## config.mk

```make
export PLATFORM = sky130hd
export DESIGN_NAME = demux_1to5_32b_stream
export DESIGN_NICKNAME = d
export VERILOG_FILES = /design/src/rtl/demux_1to5_32b_stream.sv
export SDC_FILE = /design/constraint.sdc
export NUM_CORES = 1
export LEC_CHECK = 0
export BUFFER_PORTS_ARGS = -buffer_cell sky130_fd_sc_hd__buf_2
export CAP_MARGIN = 0
export CORE_ASPECT_RATIO = 0.5
export CORE_UTILIZATION = 55
export DETAILED_ROUTE_END_ITERATION = 7
export MAX_ROUTING_LAYER = met4
export PLACE_DENSITY = 0.93
export SYNTH_ARGS = -nofsm -noshare
export SYNTH_HDL_FRONTEND = slang
export SYNTH_SLANG_ARGS = --single-unit
```

## constraint.sdc

```tcl
create_clock -name clock -period 10.98 [get_ports clock]
set_clock_uncertainty 0.2 [all_clocks]
set_input_delay 2.196 -clock clock [delete_from_list [all_inputs] [get_ports clock]]
set_output_delay 2.196 -clock clock [all_outputs]
set_load 0.05 [all_outputs]
```

## src/rtl/demux_1to5_32b_stream.sv

```systemverilog
`default_nettype none
// ============================================================================
//  Module   : demux_1to5_32b_stream
//  Purpose  : Routes one input stream word to one of five buffered outputs,
//             chosen by a 3-bit select. Each output has a single-entry
//             register buffer, so a word appears one cycle after acceptance.
//             Words with select 5-7 are dropped, counted and flagged.
//  Ports    : clock, reset       - rising-edge clock, async active-high reset
//             in_data/in_valid/in_ready/select - input stream with its route
//             outN_data (N=0..4), out_valid[4:0], out_ready[4:0]
//                                - five registered output streams
//             drop_count         - saturating count of dropped words
//             err                - sticky flag, invalid select seen
//  Revision : 1.0 - initial release
// ============================================================================
module demux_1to5_32b_stream #(
  parameter int size = 32
) (
  input  logic            clock,
  input  logic            reset,
  input  logic [size-1:0] in_data,
  input  logic            in_valid,
  output logic            in_ready,
  input  logic [2:0]      select,
  output logic [size-1:0] out0_data,
  output logic [size-1:0] out1_data,
  output logic [size-1:0] out2_data,
  output logic [size-1:0] out3_data,
  output logic [size-1:0] out4_data,
  output logic [4:0]      out_valid,
  input  logic [4:0]      out_ready,
  output logic [15:0]     drop_count,
  output logic            err
);

  localparam logic [15:0] c_drop_max = 16'hFFFF;

  logic [size-1:0] data_q [5];
  logic [4:0]      full_q;
  logic [4:0]      push;
  logic            sel_ok;
  logic            drop;

  assign sel_ok = (select <= 3'd4);

  // Ready looks only at the addressed buffer: it can take a word if empty or
  // if that buffer is draining on this same edge. Invalid routes always
  // accept so the stream can never stall on a bad select.
  always_comb begin
    in_ready = 1'b1;
    case (select)
      3'd0:    in_ready = !full_q[0] || out_ready[0];
      3'd1:    in_ready = !full_q[1] || out_ready[1];
      3'd2:    in_ready = !full_q[2] || out_ready[2];
      3'd3:    in_ready = !full_q[3] || out_ready[3];
      3'd4:    in_ready = !full_q[4] || out_ready[4];
      default: in_ready = 1'b1;
    endcase
  end

  assign drop = in_valid && !sel_ok;

  genvar j;
  generate
    for (j = 0; j < 5; j = j + 1) begin : g_buf
      assign push[j] = in_valid && in_ready && (select == 3'(j));

      always_ff @(posedge clock or posedge reset) begin
        if (reset) begin
          full_q[j] <= 1'b0;
          data_q[j] <= '0;
        end else begin
          // A push wins over a pop, so pop+push on one edge keeps the
          // buffer full with the new word (full throughput).
          if (push[j]) begin
            full_q[j] <= 1'b1;
            data_q[j] <= in_data;
          end else if (full_q[j] && out_ready[j]) begin
            full_q[j] <= 1'b0;
          end
        end
      end
    end
  endgenerate

  always_ff @(posedge clock or posedge reset) begin
    if (reset) begin
      drop_count <= 16'd0;
      err        <= 1'b0;
    end else if (drop) begin
      err <= 1'b1;
      if (drop_count != c_drop_max) begin
        drop_count <= drop_count + 16'd1;
      end
    end
  end

  assign out_valid = full_q;
  assign out0_data = data_q[0];
  assign out1_data = data_q[1];
  assign out2_data = data_q[2];
  assign out3_data = data_q[3];
  assign out4_data = data_q[4];

endmodule
`default_nettype wire

```

# After elaboration in Yosys (flattened, before gate mapping)
# Index checks and enable logic that the tools add are counted.
[totals]
out_inout_bits = 183
inputBits = 43
regBits = 182
[op_classes]
reduce_logical = 30
n_lt_le_gt_ge = 1
add_sub_neg = 1
eq_ne = 5
n_mux = 11
[op_table]
columns = ["op", "count"]
rows = [
  ["$add A16 B1 Y16 const B", 1],
  ["$ne A16 B16 Y1 const B", 1],
  ["$logic_and A1 B1 Y1", 12],
  ["$mux W1", 10],
  ["$reduce_bool A2 Y1", 5],
  ["$eq A3 B2 Y1 const B", 2],
  ["$logic_not A1 Y1", 6],
  ["$logic_or A1 B1 Y1", 5],
  ["$pmux W1 S5", 1],
  ["$eq A3 B1 Y1 const B", 1],
  ["$eq A3 B3 Y1 const B", 1],
  ["$le A3 B3 Y1 const B", 1],
  ["$logic_not A3 Y1", 1],
  ["$reduce_and A2 Y1", 1],
]

# Depth between registers and ports, before layout
[logic_depth]
depth_word = 6
ltp_mapped = 7
depth_no_buf = 5

# Least setup slack after synthesis
# Ideal clock, no wire load.
[synth_path]
kind = "in2out"
from = "in select[1]"
to = "out in_ready"
cell_stages = 4
slack_ns = 5.069
arrival_ns = 3.515
path_buffers = 1
required_time_ns = 8.584
path_cell_list = "buf_2 nor2b_1 a32oi_1 a2bb2oi_1"
[synth_between]
elab_chain_cells = 2
elab_cells_between_ends = 6
[synth_lines]
columns = ["item", "line_no", "source"]
rows = [
  ["start: declaration", "24", "input logic [2:0] select,"],
  ["$eq A3 B3 Y1 (tied with other cells)", "51", "case (select)"],
  ["$pmux W1 S5 *", "51", ""],
  ["end: declaration", "23", "output logic in_ready,"],
]
# Mark *: on every way between the ends. The rest lies on a longest branch, timed or not.

# Worst setup path in the final report
# Same ends and word-level chain as after synthesis.

==> summary by stage <==
Drt
The routed length per placed instance is 19.1 um. The first-pass iteration count of the detailed router is 4. After the first detailed-routing iteration, the DRC count stood at 229. The final route contains 4,679 vias. The DRC violation count after routing is 0. Wires add up to 16,300 um. In this run the remaining antenna-violating nets after routing total 0. Dividing the detail-routed via count by the number of cells gives 5.48.

Floorplanning
For this configuration, the core starts out at a cell density of 58.1%. The total core area is 12,200 um2. The placement row count is 28. The number of placed I/O pins is around 230. The die is 82.1 um tall.

In this run the horizontal extent of the chip is 162 um. The die covers 13,300 um2.

Synthesis
Ranked by total cell area, the synthesized netlist is headed by sky130_fd_sc_hd__dfrtp_1 (64%), sky130_fd_sc_hd__mux2_2 (26%), sky130_fd_sc_hd__xor2_1 (1.4%). When the netlist entered floorplanning its net count stood at 490. The count of flip-flops with a built-in enable after synthesis is 0. The flip-flop and latch count after synthesis is 182.

The count of synthesis-stage warnings from yosys is 0. The unique cell type count in the Yosys netlist is 43. After synthesis, the share of flip-flops with an asynchronous set or reset is 100%. The top cell type by area accounts for 64.5% of the synthesized area.

The mapped netlist covers 7070 um2. The cell type contributing the most total cell area after synthesis is sky130_fd_sc_hd__dfrtp_1. Dividing the synthesized area by the synthesized cell count gives 15.8 um2. The post-synthesis instance total is 446. For this run, the register share of the synthesized area comes to 64.5%. The most used flip-flop cell after synthesis is sky130_fd_sc_hd__dfrtp_1.

Cells and area
The finished layout holds 854 standard cells, fillers aside. The repair_antennas step left the layout with diodes totalling 0. The area growth from synthesis to layout is 26.6%. The ratio of cells with drive above 1 in the final layout is 63.6%.

The final net count is slightly above 700.

Timing
The worst-margin pin slew is 1.07 ns. The total count of max-transition violations in the final report was 0. The setup violation total in the final timing report is 0. The post-route clock period utilization is 51.0%. The setup total negative slack is 0 ns. The relative slew slack is 28.8%.

The final period demand of the worst path is between 5 and 6 ns. The timing-limited maximum frequency is 178 MHz. Setup repair after global routing left no endpoint under its margin.

The number of hold-slack violations in the final timing report is 0.

Clock tree
Clock tree synthesis selected as its root buffer the cell sky130_fd_sc_hd__clkbuf_16. CTS saw 182 sinks. The number of buffers inserted to repair setup after CTS is 0. The clock tree synthesis step divided the H-tree into 4 levels.

TritonCTS built the clock tree. After clock tree synthesis, the clock-pin slew on the worst setup and hold paths is 0.07 ns. The number of clock buffers added by TritonCTS is 17. After clock tree synthesis, the flow added hold-fix buffers numbering 0. Clock latency on the worst-skew pair, taken at its later pin, is 0.41 ns.

The post-cts resize count is 0. The longest clock path from root to sink contains 2 buffers.

Setup path
For this run, the slowest stage of the critical path takes 0.28 ns. The kind of capture point of the worst setup path is a primary output. The logic depth of the worst register-to-register path is 3. The signal on the critical path passes through buf_2, nor2b_1, a32oi_1, a2bb2oi_1, buf_2. The cell repeated most along the worst path is sky130_fd_sc_hd__buf_2.

The cell type of the slowest stage on the worst timing path is sky130_fd_sc_hd__buf_2. The top cell family by delay on the critical path is buffers and inverters. The sort of element at the start of the critical path is an input pin. The count of cell instances traversed by the critical path is 5. Data on the critical path is required at its endpoint by 8.58 ns. STA puts the critical path data arrival time at 3.21 ns.

The highest fanout seen on the critical path is 8. The critical path is of the input pin to primary output type. The buffering stage count on the worst path with inverters included is 2.

Power and ir drop
For this design the ratio of total power to cell area is 267 nW/um2. The final total power is between 2 and 2.5 mW. In this run the static leakage power is 4.40 nW.

The worst ir drop on vdd is 0.138 mV.

Worst hold path
The worst hold-check path type is register to register. The worst hold path stage count is 1.

GRT
The remaining global-route overflow is 0. The via count of the first global-routing pass was 4,718. Entering global routing, the biggest net connects 102 pins.

The first global-routing pass estimated 24,900 um of wire. The initial antenna violation count came to 0. The total track usage is 25.6%.

Placed design
Routability-driven placement finished with a final weighted congestion of 0.901. The count of placed standard cells including taps is approximately 800. Buffers placed on the I/O ports in this run total between 200 and 250.

The placed wire-length estimate is 11,100 um.

Job
The number of max-cap violations is 0.

Run status
The run finished with clean final reports.
## through the flow
| step | utilization, % | setup WS (ns) | hold WS, ns | instance area [um2] |
|---|---|---|---|---|
| finish | 73.6 | 5.38 | 0.302 | 8950 |
| global route | 73.6 | 5.35 | 0.313 | 8950 |
| CTS | 73.6 | 5.37 | 0.304 | 8950 |
| detailed placement | 68.7 | 5.38 | 0.287 | 8360 |
| global placement | 68.7 | 5.45 | 0.247 | 8360 |
| floorplan | - | 3.64 | 0.582 | 7070 |
## layer usage
layer | vias up | part of all wire, % | track usage [%]
met4 | 0 | 2.1 | 9.72
li1 | 2064 | - | -
met2 | 148 | 53 | 45.4
met5 | - | 0 | -
met1 | 2435 | 41 | 30.2
met3 | 32 | 4.0 | 4.10
## power breakdown
part	total (mW)	internal, mW	switching [mW]
combinational	0.883	0.214	0.668
clock	0.605	0.341	0.264
sequential	0.900	0.814	0.0859
total	2.39	1.37	1.02
## synth_stat cells, drive strengths merged (3+ instances only)
| master | count |
|---|---|
| nand2 | 13 |
| a21oi | 5 |
| nor3 | 3 |
| nand3 | 6 |
| nand4 | 4 |
| buf | 18 |
| nand2b | 5 |
| inv | 3 |
| dfrtp | 182 |
| xor2 | 11 |
| mux2 | 161 |
| nor4 | 4 |
| nor2 | 4 |
## worst reg2reg max path, delay by kind of cell (launching register included)
kind             cells  cell delay (ns)
AND/OR/NAND/NOR      2             0.91
multiplexers         1             0.63
flip-flops           1             0.40
## registers in the layout, summed over array words and instances, names as in the netlist
signal,count
out2_data,32
out0_data,32
out1_data,32
err,1
out3_data,32
out_valid,5
out4_data,32
drop_count,16
## area by class of cell
cell class | instances | area [um2]
clock buffers | 17 | 425
clock inverters | 15 | 166
fillers | 782 | 3210
inverters | 3 | 16.3
multi-input cells | 243 | 2420
flip-flops and latches | 182 | 4550
well taps | 165 | 206
repair buffers | 229 | 1160
## cells by family after synthesis
logic type	after synthesis	synth area share [%]
compound gates	15	1.59
xor+xnor	13	1.72
fa+ha+maj	1	0.177
buf+inv	21	1.43
flops	182	64.5
mux	163	26.0
simple gates	51	4.62
## worst paths after layout
| check | start | end | slack [ns] |
|---|---|---|---|
| setup / recovery | select[1] | in_ready | 5.38 |
| hold / removal | out2_data[3] | out2_data[3] | 0.30 |
| setup reg to reg | out_valid[2] | out2_data[30] | 8.72 |
| hold reg to reg | out2_data[3] | out2_data[3] | 0.30 |
| max in group asynchronous | reset | out0_data[29] | 7.25 |
| min in group asynchronous | reset | out0_data[18] | 1.79 |
## placed cells by master, fill, tap and decap left out, types with 4 or more instances in the layout
cell type                    instances
sky130_fd_sc_hd__buf_2             225
sky130_fd_sc_hd__dfrtp_1           182
sky130_fd_sc_hd__mux2_2            160
sky130_fd_sc_hd__clkbuf_16          17
sky130_fd_sc_hd__nand2_1            11
sky130_fd_sc_hd__xor2_1             11
sky130_fd_sc_hd__inv_6               6
sky130_fd_sc_hd__nand2b_1            5
sky130_fd_sc_hd__clkinvlp_4          5
sky130_fd_sc_hd__nor2_1              4
sky130_fd_sc_hd__a21oi_1             4
sky130_fd_sc_hd__buf_4               4
Power figures use the tool's default switching activity.
